**src/rtl/if_id_queue.sv**
```systemverilog
// Instruction queue between fetch and decode. Holds up to DEPTH fetch
// bundles so fetch can run ahead of a stalled decode, and decode can drain
// buffered instructions during an I-cache miss. Flush empties it in one cycle.
module if_id_queue #(
  parameter int ENTRY_W = 131,
  parameter int DEPTH   = 4,
  parameter int CNT_W   = $clog2(DEPTH+1)
) (
  input  logic               Clk,
  input  logic               Rst,
  input  logic               Flush,
  input  logic               In_Valid,
  input  logic [ENTRY_W-1:0] In_Data,
  output logic               In_Ready,
  output logic               Out_Valid,
  output logic [ENTRY_W-1:0] Out_Data,
  input  logic               Out_Ready,
  output logic [CNT_W-1:0]   Count,
  output logic               Full,
  output logic               Empty
);
  localparam int PTR_W = $clog2(DEPTH);

  logic [DEPTH-1:0][ENTRY_W-1:0] mem;
  logic [PTR_W-1:0]              wr_ptr, rd_ptr;
  logic [CNT_W-1:0]              cnt;
  logic                          push, pop;

  // Status flags come straight from the registered count, so In_Ready
  // never depends combinationally on Out_Ready.
  assign Full      = (cnt == CNT_W'(DEPTH));
  assign Empty     = (cnt == '0);
  assign Count     = cnt;
  assign In_Ready  = ~Full;
  assign Out_Valid = ~Empty;
  // A push into a full queue is refused even when a pop frees a slot.
  assign push      = In_Valid & ~Full;
  assign pop       = Out_Ready & ~Empty;
  // Head is gated to zero when empty; no bypass from In_Data.
  assign Out_Data  = Empty ? '0 : mem[rd_ptr];

  // Storage write; contents are never cleared, the count hides stale data.
  always_ff @(posedge Clk) begin
    if (!Rst && !Flush && push) mem[wr_ptr] <= In_Data;
  end

  // Pointer and occupancy update; Rst over Flush over push/pop.
  always_ff @(posedge Clk) begin
    if (Rst || Flush) begin
      wr_ptr <= '0;
      rd_ptr <= '0;
      cnt    <= '0;
    end else begin
      if (push) wr_ptr <= wr_ptr + PTR_W'(1);
      if (pop)  rd_ptr <= rd_ptr + PTR_W'(1);
      if (push && !pop)      cnt <= cnt + CNT_W'(1);
      else if (pop && !push) cnt <= cnt - CNT_W'(1);
    end
  end
endmodule

```
**config.mk**
```make
export PLATFORM = sky130hd
export DESIGN_NAME = if_id_queue
export DESIGN_NICKNAME = d
export VERILOG_FILES = /design/src/rtl/if_id_queue.sv
export SDC_FILE = /design/constraint.sdc
export NUM_CORES = 1
export LEC_CHECK = 0
export BUFFER_PORTS_ARGS = -buffer_cell sky130_fd_sc_hd__buf_2
export CAP_MARGIN = 5
export CORE_ASPECT_RATIO = 0.9
export CORE_UTILIZATION = 48
export DETAILED_ROUTE_END_ITERATION = 10
export PLACE_DENSITY = 0.71
export SKIP_LAST_GASP = 1
export SYNTH_ARGS = -nofsm -noshare
export SYNTH_HDL_FRONTEND = slang
export SYNTH_SLANG_ARGS = --single-unit
export TNS_END_PERCENT = 50
```
**constraint.sdc**
```tcl
create_clock -name Clk -period 4.4 [get_ports Clk]
set_input_delay 0 -clock Clk [delete_from_list [all_inputs] [get_ports Clk]]
set_output_delay 0 -clock Clk [all_outputs]
set_load 0.05 [all_outputs]
```
# After elaboration in Yosys (flattened, before gate mapping)
# Index checks and enable logic that the tools add are counted.
# W data, S select, Z words.
# word_totals
out_inout_bits,138
regBits,531
in_bits,136
# op_classes
n_lt_le_gt_ge,3
add_sub_neg,4
eq_ne,1
n_reduce_logical,12
n_mux,8
bitwise_logic,4
# op_table
cell,count
$bwmux W524,1
$mux W131,3
$bmux W131 S2,1
$demux W131 S2,1
$lt A2 B3 Y1 const B,2
$mux W3,2
$logic_and A1 B1 Y1,5
$add A2 B1 Y2 const B,2
$logic_not A1 Y1,4
$add A3 B1 Y3 const B,1
$eq A3 B3 Y1 const B,1
$logic_not A3 Y1,1
$sub A3 B1 Y3 const B,1
$and A1 B1 Y1,2
$ge A2 B1 Y1 const B,1
$not A1 Y1,2
$reduce_bool A2 Y1,1
$logic_or A1 B1 Y1,1

# Depth between registers and ports, before layout
# logic_depth
depth_word,7
mapped_depth,10
ltp_nobuf,8

# Least setup slack after synthesis
# OpenSTA, ideal clock, no wires.
# synth_path
kind,flip-flop to flip-flop
from,register cnt[0] (netlist: Count[0])
to,"register mem[0] (netlist name), enable pin"
setup_ps,506
stages_incl_launch_ff,6
slack_ps,-660
period_less_slack_ps,5060
t_arrival_ps,4554
cell_sequence,dfxtp_1 -> or3b_1 -> buf_2 -> and2_0 -> buf_2 -> and3_1
# synth_via
elab_chain_len,4
# synth_rtl
item,line_no,source
from (decl),26,logic [CNT_W-1:0] cnt;
from (signal assigned),56,if (push && !pop) cnt <= cnt + CNT_W'(1);
from (signal assigned),57,else if (pop && !push) cnt <= cnt - CNT_W'(1);
$eq A3 B3 Y1,31,assign Full = (cnt == CNT_W'(DEPTH));
$not A1 Y1,-,
net In_Ready,14,"output logic In_Ready,"
$and A1 B1 Y1,37,assign push = In_Valid & ~Full;
net push,27,"logic push, pop;"
$logic_and A1 B1 Y1,44,if (!Rst && !Flush && push) mem[wr_ptr] <= In_Data;
"to (signal, indexed assignment)",44,
to (decl),24,logic [DEPTH-1:0][ENTRY_W-1:0] mem;
# The timed path passes the listed nets, and every way through them passes these cells.
# A chain may end at the register's enable or synchronous reset.

# Final worst setup path
# layout_path
from,register rd_ptr[0]
to,output port Out_Data[83]
# layout_via
elab_chain_len,3
# layout_rtl
item,line_no,source
from (decl),25,"logic [PTR_W-1:0] wr_ptr, rd_ptr;"
from (signal assigned),55,if (pop) rd_ptr <= rd_ptr + PTR_W'(1);
$bmux W131 S2,40,assign Out_Data = Empty ? '0 : mem[rd_ptr];
$mux W131 (not written as such),40,
$mux W131,40,
to (decl),16,"output logic [ENTRY_W-1:0] Out_Data,"
# Every way passes these cells. The select of a mux whose other input is x is not followed.

==> flow_summary.json <==
{
  "status": "finished clean",
  "vias": 10131,
  "clock_sinks": 531,
  "final_antenna_net_count": 0,
  "p_int_uw": 8270,
  "path_max_fanout": 87,
  "synthAdderAreaFrac": 0.00409,
  "wl_per_cell_um": 21.4,
  "hold_path_class": "primary input to register",
  "synthCells": 881,
  "htree_num_levels": 2,
  "multi_input_area_mm2": 0.00406,
  "final-seq-area_mm2": 0.0159,
  "overflow": 0,
  "power_frac_comb": 0.141,
  "power_density_mw_per_mm2": 445,
  "synthXorXnorAreaFrac": 0.00130,
  "row_count": 70,
  "clk_path_buf_depth": 3,
  "end_kind": "output port",
  "max_freq_ghz": 0.338,
  "clk-insertion-delay-late_ps": 580,
  "power.total_uw": 11200,
  "worst-path-stages": 4,
  "switching_share": 0.260,
  "ys_seq_area_frac": 0.786,
  "clkPwrFrac": 0.354,
  "cts-buffers-inserted": 51,
  "worst_pin_slew_ps": 990,
  "start_util": 0.492,
  "muxShareOfSynthArea": 0.147,
  "ir_worst_vdd_mv": 0.377,
  "nets": 1460,
  "synth-seq-cells": 531,
  "crit_family": "buffers and inverters",
  "cpPeakStageDelay_ps": 670,
  "io_pins": 274,
  "worstSetupPathType": "register to output port",
  "synth-compound-area-share": 0.00260,
  "syn2layout_area_growth_pct": 24.3,
  "fin_crit_sh": 0.673,
  "dp.cells": 1668,
  "slew_violations": 0,
  "grt_util_all_layers": 0.194,
  "drive_gt1_frac": 0.368,
  "synthSimpleGateAreaFrac": 0.0453,
  "worstPathCellList": "buf_12, mux4_2, and2_1, buf_2",
  "instances_no_fill": 1902,
  "synth_top_family_by_area": "multiplexers",
  "period_needed_ps": 2960,
  "die_x_um": 218,
  "grt_antenna_before_repair": 3,
  "reg2regPathDepth": 4,
  "max_slew_margin": 0.340,
  "startpoint_type": "register",
  "synth_nets": 1023,
  "syn_avg_cell_area_um2": 22.9,
  "grt_pass1_wl_mm": 61.8,
  "die_y_um": 197,
  "p_switching_uw": 2910,
  "drv_cap": 0,
  "cp.required_ps": 4400,
  "leakage_uw": 0.00864,
  "core_area_mm2": 0.0411,
  "skew_ps": 17.5,
  "grt_pass1_vias": 10664,
  "ys_types": 26,
  "netlist_area_mm2": 0.0202,
  "hpwlAfterDp_mm": 23.8,
  "die-area_mm2": 0.0429,
  "gp_congestion": 0.706,
  "crit_buf_inv": 2,
  "cts-root-buf": "clkbuf_16",
  "drcViolationCount": 0,
  "p_seq_frac": 0.505,
  "rsz0062_at_grt": "no",
  "slowest_stage": "dfxtp_4",
  "min_path_cells": 3,
  "drt_iter0_drc": 722,
  "yosys_warnings": 0,
  "cp.arrival_ps": 2960,
  "tritoncts": "yes",
  "via_per_inst": 5.33,
  "setup_violations": 0,
  "io_buffers": 273,
  "dr.pass1.iters": 5,
  "final_hold_viol_count": 0,
  "fill_cells": 2933,
  "grt_max_degree": 91,
  "clk_pin_slew_ps": 60,
  "wl_mm": 40.6,
  "final_util": 0.611
}
area by class of cell:
| class | instances | share of cell area |
|---|---|---|
| Timing Repair Buffer | 432 | 0.118 |
| Sequential cell | 531 | 0.632 |
| Clock buffer | 60 | 0.0522 |
| Multi-Input combinational cell | 297 | 0.162 |
| Clock inverter | 32 | 0.00742 |
| Antenna cell | 5 | 0.000498 |
| Tap cell | 540 | 0.0269 |
| Inverter | 5 | 0.000747 |
placed cells by master (no fill, tap or decap), types with 2 or more instances in the layout:
| cell type | count |
|---|---|
| edfxtp_1 | 524 |
| buf_2 | 273 |
| dlygate4sd3_1 | 137 |
| mux4_2 | 131 |
| and2_1 | 131 |
| clkbuf_16 | 51 |
| clkinv_1 | 18 |
| buf_4 | 17 |
| clkbuf_1 | 9 |
| clkinv_2 | 6 |
| diode_2 | 5 |
| dfxtp_1 | 5 |
| inv_1 | 5 |
| ha_1 | 5 |
| buf_12 | 5 |
| nor2_1 | 4 |
| and3_4 | 4 |
| inv_6 | 4 |
| a21oi_1 | 3 |
| xor2_1 | 3 |
| o21ai_0 | 2 |
| or3_1 | 2 |
| clkinvlp_4 | 2 |
| dfxtp_4 | 2 |
synthesized netlist by cell type:
master    instances  area share
a21o_1            1     0.00037
a21oi_1           3     0.00074
and2_0            1     0.00031
and2_1          131       0.041
and3_1            4      0.0012
buf_2            18      0.0045
buf_6             9      0.0050
clkbuf_1         21      0.0039
dfxtp_1           7      0.0069
edfxtp_1        524        0.78
fa_1              1     0.00099
ha_1              5      0.0031
inv_1             5     0.00093
mux2i_1           1     0.00050
mux4_2          131        0.15
nand2_1           1     0.00019
nand3_1           1     0.00025
nand4_1           1     0.00031
nor2_1            4     0.00074
o21ai_0           2     0.00050
o31ai_1           1     0.00037
o31ai_2           1     0.00062
or2_2             1     0.00031
or3_1             3     0.00093
or3b_1            1     0.00043
xor2_1            3      0.0013
path summary, 6_finish.rpt:
path / startpoint / to / slack [ps]
max reg2reg: Count[0]$_SDFFE_PP0P_ / mem[343]$_DFFE_PP_ / 1640
min reg2reg: Count[2]$_SDFFE_PP0P_ / Count[2]$_SDFFE_PP0P_ / 570
min: Flush / mem[516]$_DFFE_PP_ / 110
max: rd_ptr[0]$_SDFFE_PP0P_ / Out_Data[83] / 1440
tightest hold or removal path, stage by stage:
cell	delay (ps)
buf_2	80
nor2_1	110
and3_4	300
flip-flops by register name, summed over array words and instances, names as in the netlist:
name,cells
Count,3
wr_ptr,2
rd_ptr,2
mem,524
power by group through the flow:
stage	Combinational [µW]	Clock [µW]	Sequential (µW)
4_1_cts	1590	4050	5650
5_1_grt	1660	4230	5650
3_3_place_gp	1480	0	5750
2_1_floorplan	1060	0	5760
3_5_place_dp	1490	0	5760
6_report	1570	3960	5650
per-stage QoR:
step | setup WS (ps) | cell area (µm²) | setup TNS [ps] | hold WS, ps
2_1_floorplan | -660 | 20200 | -86450 | 98.9
4_1_cts | 1310 | 25100 | 0 | 75.3
3_5_place_dp | 1600 | 22200 | 0 | 217
5_1_grt | 1190 | 25100 | 0 | 112
3_3_place_gp | 1710 | 22200 | 0 | 212
6_report | 1440 | 25100 | 0 | 115
routing by layer:
metal | GRT usage | share of wire | up-vias
met5 | 0 | 0 | -
met4 | 0.0583 | 0.019 | 0
met3 | 0.0451 | 0.070 | 54
met2 | 0.304 | 0.48 | 354
met1 | 0.274 | 0.43 | 5230
li1 | - | - | 4493
cell families (layout without fill, tap and decap cells):
family                   after synthesis  count (layout)
flip-flops                           531             531
AND/OR/NAND/NOR                      148             148
multiplexers                         132             132
buffers and inverters                 53             529
AO/OA/AOI/OAI                          8               8
adder cells (fa/ha/maj)                6               6
XOR/XNOR                               3               3
other                                  0               5
what timing repair did:
item                      CTS  global route
buffers inserted            0             0
resized for setup           0             0
hold buffers              137             0
hold endpoints to repair  531             0
(Power assumes the default switching activity.)
